**src/rtl/instruction_fetch_unit_pkg.sv**
```systemverilog
// Shared fetch definitions: opcode encodings, instruction field layout and FSM states.
// Every fetch-side file takes opcodes and field positions from here rather than using literals.
package instruction_fetch_unit_pkg;

    localparam int OPC_W     = 4;
    localparam int PAYLOAD_W = 24;

    localparam logic [OPC_W-1:0] OPC_NOP = 4'h0;
    localparam logic [OPC_W-1:0] OPC_ADD = 4'h1;
    localparam logic [OPC_W-1:0] OPC_SUB = 4'h2;
    localparam logic [OPC_W-1:0] OPC_LD  = 4'h3;
    localparam logic [OPC_W-1:0] OPC_ST  = 4'h4;
    localparam logic [OPC_W-1:0] OPC_BR  = 4'h5;

    typedef enum logic [0:0] {
        ST_FETCH = 1'b0,
        ST_DELAY = 1'b1
    } fetch_state_e;

endpackage

```
**src/rtl/instruction_fetch_unit_if.sv**
```systemverilog
// Fetch bus: the ROM address/data pair, the decode handshake and the branch redirect.
// The master modport is the fetch unit; the slave modport is the ROM/decode/execute side.
interface instruction_fetch_unit_if #(
    parameter int ADDR_W  = 16,
    parameter int INSTR_W = 28
) ();
    logic [ADDR_W-1:0]  oAddress;
    logic [INSTR_W-1:0] iInstruction;
    logic [INSTR_W-1:0] oInstruction;
    logic [ADDR_W-1:0]  oInstrAddress;
    logic               oValid;
    logic               iReady;
    logic               iBranchTaken;
    logic [ADDR_W-1:0]  iBranchTarget;
    logic               oBusy;

    modport master (
        output oAddress, oInstruction, oInstrAddress, oValid, oBusy,
        input  iInstruction, iReady, iBranchTaken, iBranchTarget
    );

    modport slave (
        input  oAddress, oInstruction, oInstrAddress, oValid, oBusy,
        output iInstruction, iReady, iBranchTaken, iBranchTarget
    );
endinterface

```
**src/rtl/instruction_fetch_unit_nop_delay_counter.sv**
```systemverilog
// NOP stall counter: loads the NOP payload, counts down one per cycle, flags 1 and 0.
// Clear beats load beats decrement; decrementing at zero holds zero.
module nop_delay_counter #(
    parameter int W = 24
) (
    input  logic         clk,
    input  logic         rst_n,
    input  logic         clr_i,
    input  logic         load_i,
    input  logic [W-1:0] load_val_i,
    input  logic         dec_i,
    output logic         last_o,
    output logic         zero_o
);
    logic [W-1:0] cnt_q, cnt_d;

    always_comb begin
        cnt_d = cnt_q;
        if (clr_i) begin
            cnt_d = '0;
        end else if (load_i) begin
            cnt_d = load_val_i;
        end else if (dec_i && (cnt_q != '0)) begin
            cnt_d = cnt_q - W'(1);
        end
    end

    always_ff @(posedge clk) begin
        if (!rst_n) begin
            cnt_q <= '0;
        end else begin
            cnt_q <= cnt_d;
        end
    end

    assign last_o = (cnt_q == W'(1));
    assign zero_o = (cnt_q == '0);
endmodule

```
**src/rtl/instruction_fetch_unit.sv**
```systemverilog
// Fetch unit: PC, registered ROM word to decode (1-cycle latency, 1/cycle throughput), branch flush.
// Holds everything while oValid && !iReady. Optional NOP_DELAY_EN turns `NOP N` into an N-cycle stall.
module instruction_fetch_unit
    import instruction_fetch_unit_pkg::*;
#(
    parameter logic [15:0] RESET_ADDR = 16'd0,
    parameter int          ADDR_W     = 16,
    parameter int          INSTR_W    = 28
) (
    input logic                     Clock,
    input logic                     Reset,
    instruction_fetch_unit_if.master bus
);
    logic [ADDR_W-1:0]  pc_q, pc_d;
    logic [ADDR_W-1:0]  iaddr_q, iaddr_d;
    logic [INSTR_W-1:0] instr_q, instr_d;
    logic               vld_q, vld_d;
    fetch_state_e       state_q, state_d;
    logic               load;

    assign load = (state_q == ST_FETCH) && (!vld_q || bus.iReady);

`ifdef NOP_DELAY_EN
    logic                 is_nop;
    logic [PAYLOAD_W-1:0] nop_n;
    logic                 cnt_last, cnt_zero;

    assign is_nop = (bus.iInstruction[INSTR_W-1 -: OPC_W] == OPC_NOP);
    assign nop_n  = bus.iInstruction[PAYLOAD_W-1:0];

    nop_delay_counter #(.W(PAYLOAD_W)) u_delay (
        .clk        (Clock),
        .rst_n      (Reset),
        .clr_i      (bus.iBranchTaken),
        .load_i     (!bus.iBranchTaken && load && is_nop && (nop_n != '0)),
        .load_val_i (nop_n),
        .dec_i      (!bus.iBranchTaken && (state_q == ST_DELAY)),
        .last_o     (cnt_last),
        .zero_o     (cnt_zero)
    );
`endif

    always_comb begin
        pc_d    = pc_q;
        iaddr_d = iaddr_q;
        instr_d = instr_q;
        vld_d   = vld_q;
        state_d = state_q;
        if (bus.iBranchTaken) begin
            // Flush: a word accepted this same cycle is consumed, nothing new is loaded.
            pc_d    = bus.iBranchTarget;
            vld_d   = 1'b0;
            state_d = ST_FETCH;
        end else if (load) begin
            pc_d = pc_q + ADDR_W'(1);
`ifdef NOP_DELAY_EN
            if (is_nop) begin
                vld_d = 1'b0;
                if (nop_n != '0) begin
                    state_d = ST_DELAY;
                end
            end else begin
`else
            begin
`endif
                instr_d = bus.iInstruction;
                iaddr_d = pc_q;
                vld_d   = 1'b1;
            end
        end
`ifdef NOP_DELAY_EN
        else if ((state_q == ST_DELAY) && (cnt_last || cnt_zero)) begin
            state_d = ST_FETCH;
        end
`endif
    end

    always_ff @(posedge Clock) begin
        if (!Reset) begin
            pc_q    <= ADDR_W'(RESET_ADDR);
            iaddr_q <= '0;
            instr_q <= '0;
            vld_q   <= 1'b0;
            state_q <= ST_FETCH;
        end else begin
            pc_q    <= pc_d;
            iaddr_q <= iaddr_d;
            instr_q <= instr_d;
            vld_q   <= vld_d;
            state_q <= state_d;
        end
    end

    assign bus.oAddress      = pc_q;
    assign bus.oInstruction  = instr_q;
    assign bus.oInstrAddress = iaddr_q;
    assign bus.oValid        = vld_q;
`ifdef NOP_DELAY_EN
    assign bus.oBusy = (state_q == ST_DELAY);
`else
    assign bus.oBusy = 1'b0;
`endif
endmodule

```
**src/flat_wrapper.sv**
```systemverilog
// flat-port wrapper written by rule: the top's interface ports become plain ports
module instruction_fetch_unit_flat import instruction_fetch_unit_pkg::*;
#(
    parameter logic [15:0] RESET_ADDR = 16'd0,
    parameter int          ADDR_W     = 16,
    parameter int          INSTR_W    = 28
)
  (Clock, Reset, bus_oAddress, bus_oInstruction, bus_oInstrAddress, bus_oValid, bus_oBusy, bus_iInstruction, bus_iReady, bus_iBranchTaken, bus_iBranchTarget);
  instruction_fetch_unit_if #(.ADDR_W(ADDR_W), .INSTR_W(INSTR_W)) bus_i ();
  input logic Clock;
  input logic Reset;
  output wire logic [$bits(bus_i.oAddress)-1:0] bus_oAddress;
  output wire logic [$bits(bus_i.oInstruction)-1:0] bus_oInstruction;
  output wire logic [$bits(bus_i.oInstrAddress)-1:0] bus_oInstrAddress;
  output wire logic [$bits(bus_i.oValid)-1:0] bus_oValid;
  output wire logic [$bits(bus_i.oBusy)-1:0] bus_oBusy;
  input wire logic [$bits(bus_i.iInstruction)-1:0] bus_iInstruction;
  input wire logic [$bits(bus_i.iReady)-1:0] bus_iReady;
  input wire logic [$bits(bus_i.iBranchTaken)-1:0] bus_iBranchTaken;
  input wire logic [$bits(bus_i.iBranchTarget)-1:0] bus_iBranchTarget;
  assign bus_oAddress = bus_i.oAddress;
  assign bus_oInstruction = bus_i.oInstruction;
  assign bus_oInstrAddress = bus_i.oInstrAddress;
  assign bus_oValid = bus_i.oValid;
  assign bus_oBusy = bus_i.oBusy;
  assign bus_i.iInstruction = bus_iInstruction;
  assign bus_i.iReady = bus_iReady;
  assign bus_i.iBranchTaken = bus_iBranchTaken;
  assign bus_i.iBranchTarget = bus_iBranchTarget;
  instruction_fetch_unit #(.RESET_ADDR(RESET_ADDR), .ADDR_W(ADDR_W), .INSTR_W(INSTR_W)) u_core (.Clock(Clock), .Reset(Reset), .bus(bus_i));
endmodule
```
**config.mk**
```make
export PLATFORM = sky130hd
export DESIGN_NAME = instruction_fetch_unit_flat
export DESIGN_NICKNAME = d
export VERILOG_FILES = /design/src/rtl/instruction_fetch_unit_pkg.sv /design/src/rtl/instruction_fetch_unit_if.sv /design/src/rtl/instruction_fetch_unit_nop_delay_counter.sv /design/src/rtl/instruction_fetch_unit.sv /design/src/flat_wrapper.sv
export SDC_FILE = /design/constraint.sdc
export NUM_CORES = 1
export LEC_CHECK = 0
export BUFFER_PORTS_ARGS = -buffer_cell sky130_fd_sc_hd__clkbuf_2
export CAP_MARGIN = 20
export CELL_PAD_IN_SITES_DETAIL_PLACEMENT = 0
export CELL_PAD_IN_SITES_GLOBAL_PLACEMENT = 2
export CORE_ASPECT_RATIO = 1.75
export CORE_MARGIN = 10
export CORE_UTILIZATION = 27
export CTS_CLUSTER_SIZE = 10
export DETAILED_ROUTE_END_ITERATION = 10
export HOLD_SLACK_MARGIN = 0.15
export PLACE_DENSITY_LB_ADDON = 0.05
export SYNTH_ARGS = -nofsm -noshare
export SYNTH_HDL_FRONTEND = slang
export SYNTH_SLANG_ARGS = --single-unit
export TNS_END_PERCENT = 5
```
**constraint.sdc**
```tcl
create_clock -name Clock -period 3.52 [get_ports Clock]
set_clock_uncertainty 0.05 [all_clocks]
set_input_delay 0.352 -clock Clock [delete_from_list [all_inputs] [get_ports Clock]]
set_output_delay 0.352 -clock Clock [all_outputs]
set_load 0.02 [all_outputs]
```
==> metrics.csv <==
stage,metric,value,unit
run_status,outcome,"finished, final reports clean",
global_routing,GRT met3 Usage,5.38,%
final_layout,share of cells above drive strength 1,31.9,%
pwr,Overall Power,0.00188,W
die,Initial Util,27.6,%
yosys,xor/xnor share of the synthesized area,2.79,%
global_routing,M1 GR Usage,12.6,%
worst_setup_path,CP cell instances,and4_1 > nand4_2 > or4_1 > a31oi_1,
placed_design,Placer Congestion,0.741,
yosys,Synth Area in Adders,0.499,%
die,I/O pins,110,
yosys,Post-Syn Nets,350,
yosys,"Cell Area, Synth",2510,sq um
clocking,clock-pin slew of the registers on the worst-case setup and hold paths,0.05,ns
clocking,cts repair resizes,0,
timing,Fin Setup TNS,0,ns
timing,RSZ-0062 raised after global routing,false,
worst_setup_path,R2R Setup Slk,1.56,ns
timing,Slew @ Worst Pin,0.879,ns
worst_setup_path,Crit. End Element,register,
placed_design,pre-CTS WS,1.46,ns
pwr,Power Density,544,nW/um^2
clocking,CTS tree,yes,
placed_design,Detailed Place HPWL,5.95,mm
worst_setup_path,Worst Setup Start Kind,register,
route,Routed WL,8.13,mm
timing,Tmin final,1.96,ns
yosys,YS warnings,0,
clocking,H-tree depth,3,
final_layout,fin area,3460,sq um
global_routing,GR Overflow Total,0,
clocking,worst skew pair latency,0.32,ns
pwr,Worst VDD drop,0.000239,V
placed_design,area of placed instances,3130,sq um
worst_setup_path,Crit-path slowest cell,or4_1,
die,Die W,92.9,microns
global_routing,vias in the first global route,2395,
die,Std-Cell Rows,46,
yosys,Main synth FF type,dfxtp_1,
yosys,Post-synth ARST share,0,%
timing,max_slew headroom,41.2,%
die,Die Y,148,microns
clocking,Root Buffer,clkbuf_16,
clocking,CTS sink cnt,61,
timing,Final Max Slew Viols,0,
flow_run,Max Cap Violations,0,
die,Die Area,13700,sq um
clocking,hold-fix buffers at CTS,0,
yosys,register area share after synthesis,48.7,%
route,Residual DRC,0,
worst_setup_path,slowest cell delay on critical path,0.58,ns
route,wire length per cell,15.5,microns
yosys,largest family of logic cells by synthesized area,simple AND/OR/NAND/NOR gates,
global_routing,largest net degree at the start of global routing,45,
global_routing,initial antenna violation count,0,
clocking,setup bufs post-CTS,0,
pwr,Static Leak,1.52,nW
global_routing,GRT Total Usage,12.1,%
yosys,post-synthesis register bit count,61,
final_layout,fin nets,451,
global_routing,first-pass GRT wire length,12.9,mm
final_layout,Layout fillers,1014,
min_path,HP Class,in2reg,
yosys,Post-Synthesis Cells,301,
placed_design,PortBufs,108,
worst_setup_path,CP arrival,2.16,ns
yosys,Unique masters post-synth,36,
timing,final hold vios,0,
route,routed via count,2370,
timing,final setup vio count,0,
timing,Max Clk Rate,0.510,GHz
yosys,post-synthesis simple-gate area fraction,22.3,%
timing,Hold Worst Slack,0.195,ns
timing,final worst path period share,55.7,%
route,Detailed Routing Iterations Pass 1,5,
worst_setup_path,Crit path required time,3.71,ns
route,Avg Vias per Cell,4.51,
worst_setup_path,Crit Path Class,reg2reg,
yosys,Compound-Gate Fraction of Synth Area,21.2,%
yosys,post-synthesis mux area share,0.399,%
route,antenna-violating nets left,0,
global_routing,GR Util met2,20.6,%
route,DRT iter0 DRCs,66,
final_layout,antenna cells,0,
yosys,synthesized area per cell,8.33,sq um
global_routing,GRT busiest layer,met2,
final_layout,Area Overhead vs Synth,37.8,%
worst_setup_path,Crit Path Max Fanout,12,
yosys,Post-synth EDFFs,0,
timing,post-route setup slack,1.56,ns
clocking,TritonCTS Buffers,9,
clocking,clock tree buffer depth,2,
die,core area,9090,sq um
## kinds of logic after synthesis
| group | count (synthesis) |
|---|---|
| mux | 1 |
| simple gates | 127 |
| flops | 61 |
| xor+xnor | 8 |
| other cells | 1 |
| compound gates | 79 |
| buf+inv | 23 |
| fa+ha+maj | 1 |
## cell type report
type / count / area, sq um / share of cell area (%)
timing repair buffer: 110 / 576 / 16.6
clock inverter: 1 / 30.0 / 0.869
tap: 120 / 150 / 4.34
sequential: 61 / 1220 / 35.3
inverter: 3 / 11.3 / 0.326
multi-input combinational: 217 / 1200 / 34.7
clock buffer: 13 / 270 / 7.82
## worst paths after layout
check | start | to | cells past startpoint
worst min register to register | u_core.bus.oInstruction[7]$_SDFFE_PN0P_ | u_core.bus.oInstruction[7]$_SDFFE_PN0P_ | 2
worst max-delay path | u_core.bus.oAddress[3]$_SDFFE_PN0P_ | u_core.bus.oAddress[15]$_SDFFE_PN0P_ | 4
worst min-delay path | bus_iInstruction[16] | u_core.bus.oInstruction[16]$_SDFFE_PN0P_ | 3
worst max register to register | u_core.bus.oAddress[3]$_SDFFE_PN0P_ | u_core.bus.oAddress[15]$_SDFFE_PN0P_ | 4
## critical path, delay by kind of cell, from the launching register on
family	cells	cell delay, ns
AND/OR/NAND/NOR	3	1.14
flip-flops	1	0.52
AO/OA/AOI/OAI	1	0.17
## state kept, by name (all words and copies together) (netlist names)
register	cells
u_core.bus.oInstruction	28
u_core.bus.oAddress	16
u_core.bus.oInstrAddress	16
u_core.bus.oValid	1
## synthesized netlist by cell type, types with 2 or more instances
| cell | number | share of area (%) |
|---|---|---|
| a21boi_1 | 44 | 13 |
| a21oi_1 | 6 | 1.2 |
| a31oi_1 | 6 | 1.5 |
| and2_1 | 3 | 0.75 |
| buf_1 | 3 | 0.45 |
| clkbuf_1 | 14 | 2.1 |
| dfxtp_1 | 61 | 49 |
| inv_1 | 2 | 0.30 |
| nand2_1 | 96 | 14 |
| nand2b_1 | 3 | 0.75 |
| nand3_1 | 4 | 0.80 |
| nand4_1 | 3 | 0.75 |
| nor2b_1 | 3 | 0.75 |
| nor3_1 | 3 | 0.60 |
| o21ai_0 | 13 | 2.6 |
| o21ai_1 | 3 | 0.60 |
| o31ai_1 | 5 | 1.5 |
| or4_1 | 5 | 1.5 |
| xnor2_1 | 4 | 1.4 |
| xor2_1 | 4 | 1.4 |
## stage by stage
stage / util, % / std cells
final: 38.0 / 525
after global routing: 38.0 / 525
after CTS: 37.7 / 524
after detailed placement: 34.4 / 510
after global placement: 34.4 / 510
after floorplan: - / 301
## cells in the final DEF (no fill, tap or decap), types with 2 or more instances in the layout
master	instances
a21boi_1	44
a21oi_1	6
a31oi_1	6
and2_1	3
clkbuf_16	9
clkbuf_2	108
clkbuf_8	3
dfxtp_1	61
inv_1	2
nand2_1	95
nand2b_1	3
nand3_1	4
nand4_1	3
nor2b_1	3
nor3_1	3
o21ai_0	13
o21ai_1	3
o31ai_1	5
or4_1	5
xnor2_1	4
xor2_1	4
## metal layers
metal,share of wire (%),wire [microns],vias to the layer above
met5,0,0,-
met3,7.9,642,9
met1,40,3250,1069
li1,-,-,1220
met4,1.8,144,0
met2,50,4100,72
## power by group
part,total (W),internal (W),leakage (nW),switching (W)
clock,0.000885,0.000597,0.148,0.000287
sequential,0.000770,0.000732,0.502,0.0000376
combinational,0.000227,0.0000879,0.873,0.000139
Note: power is estimated with default switching activity, not from simulation.
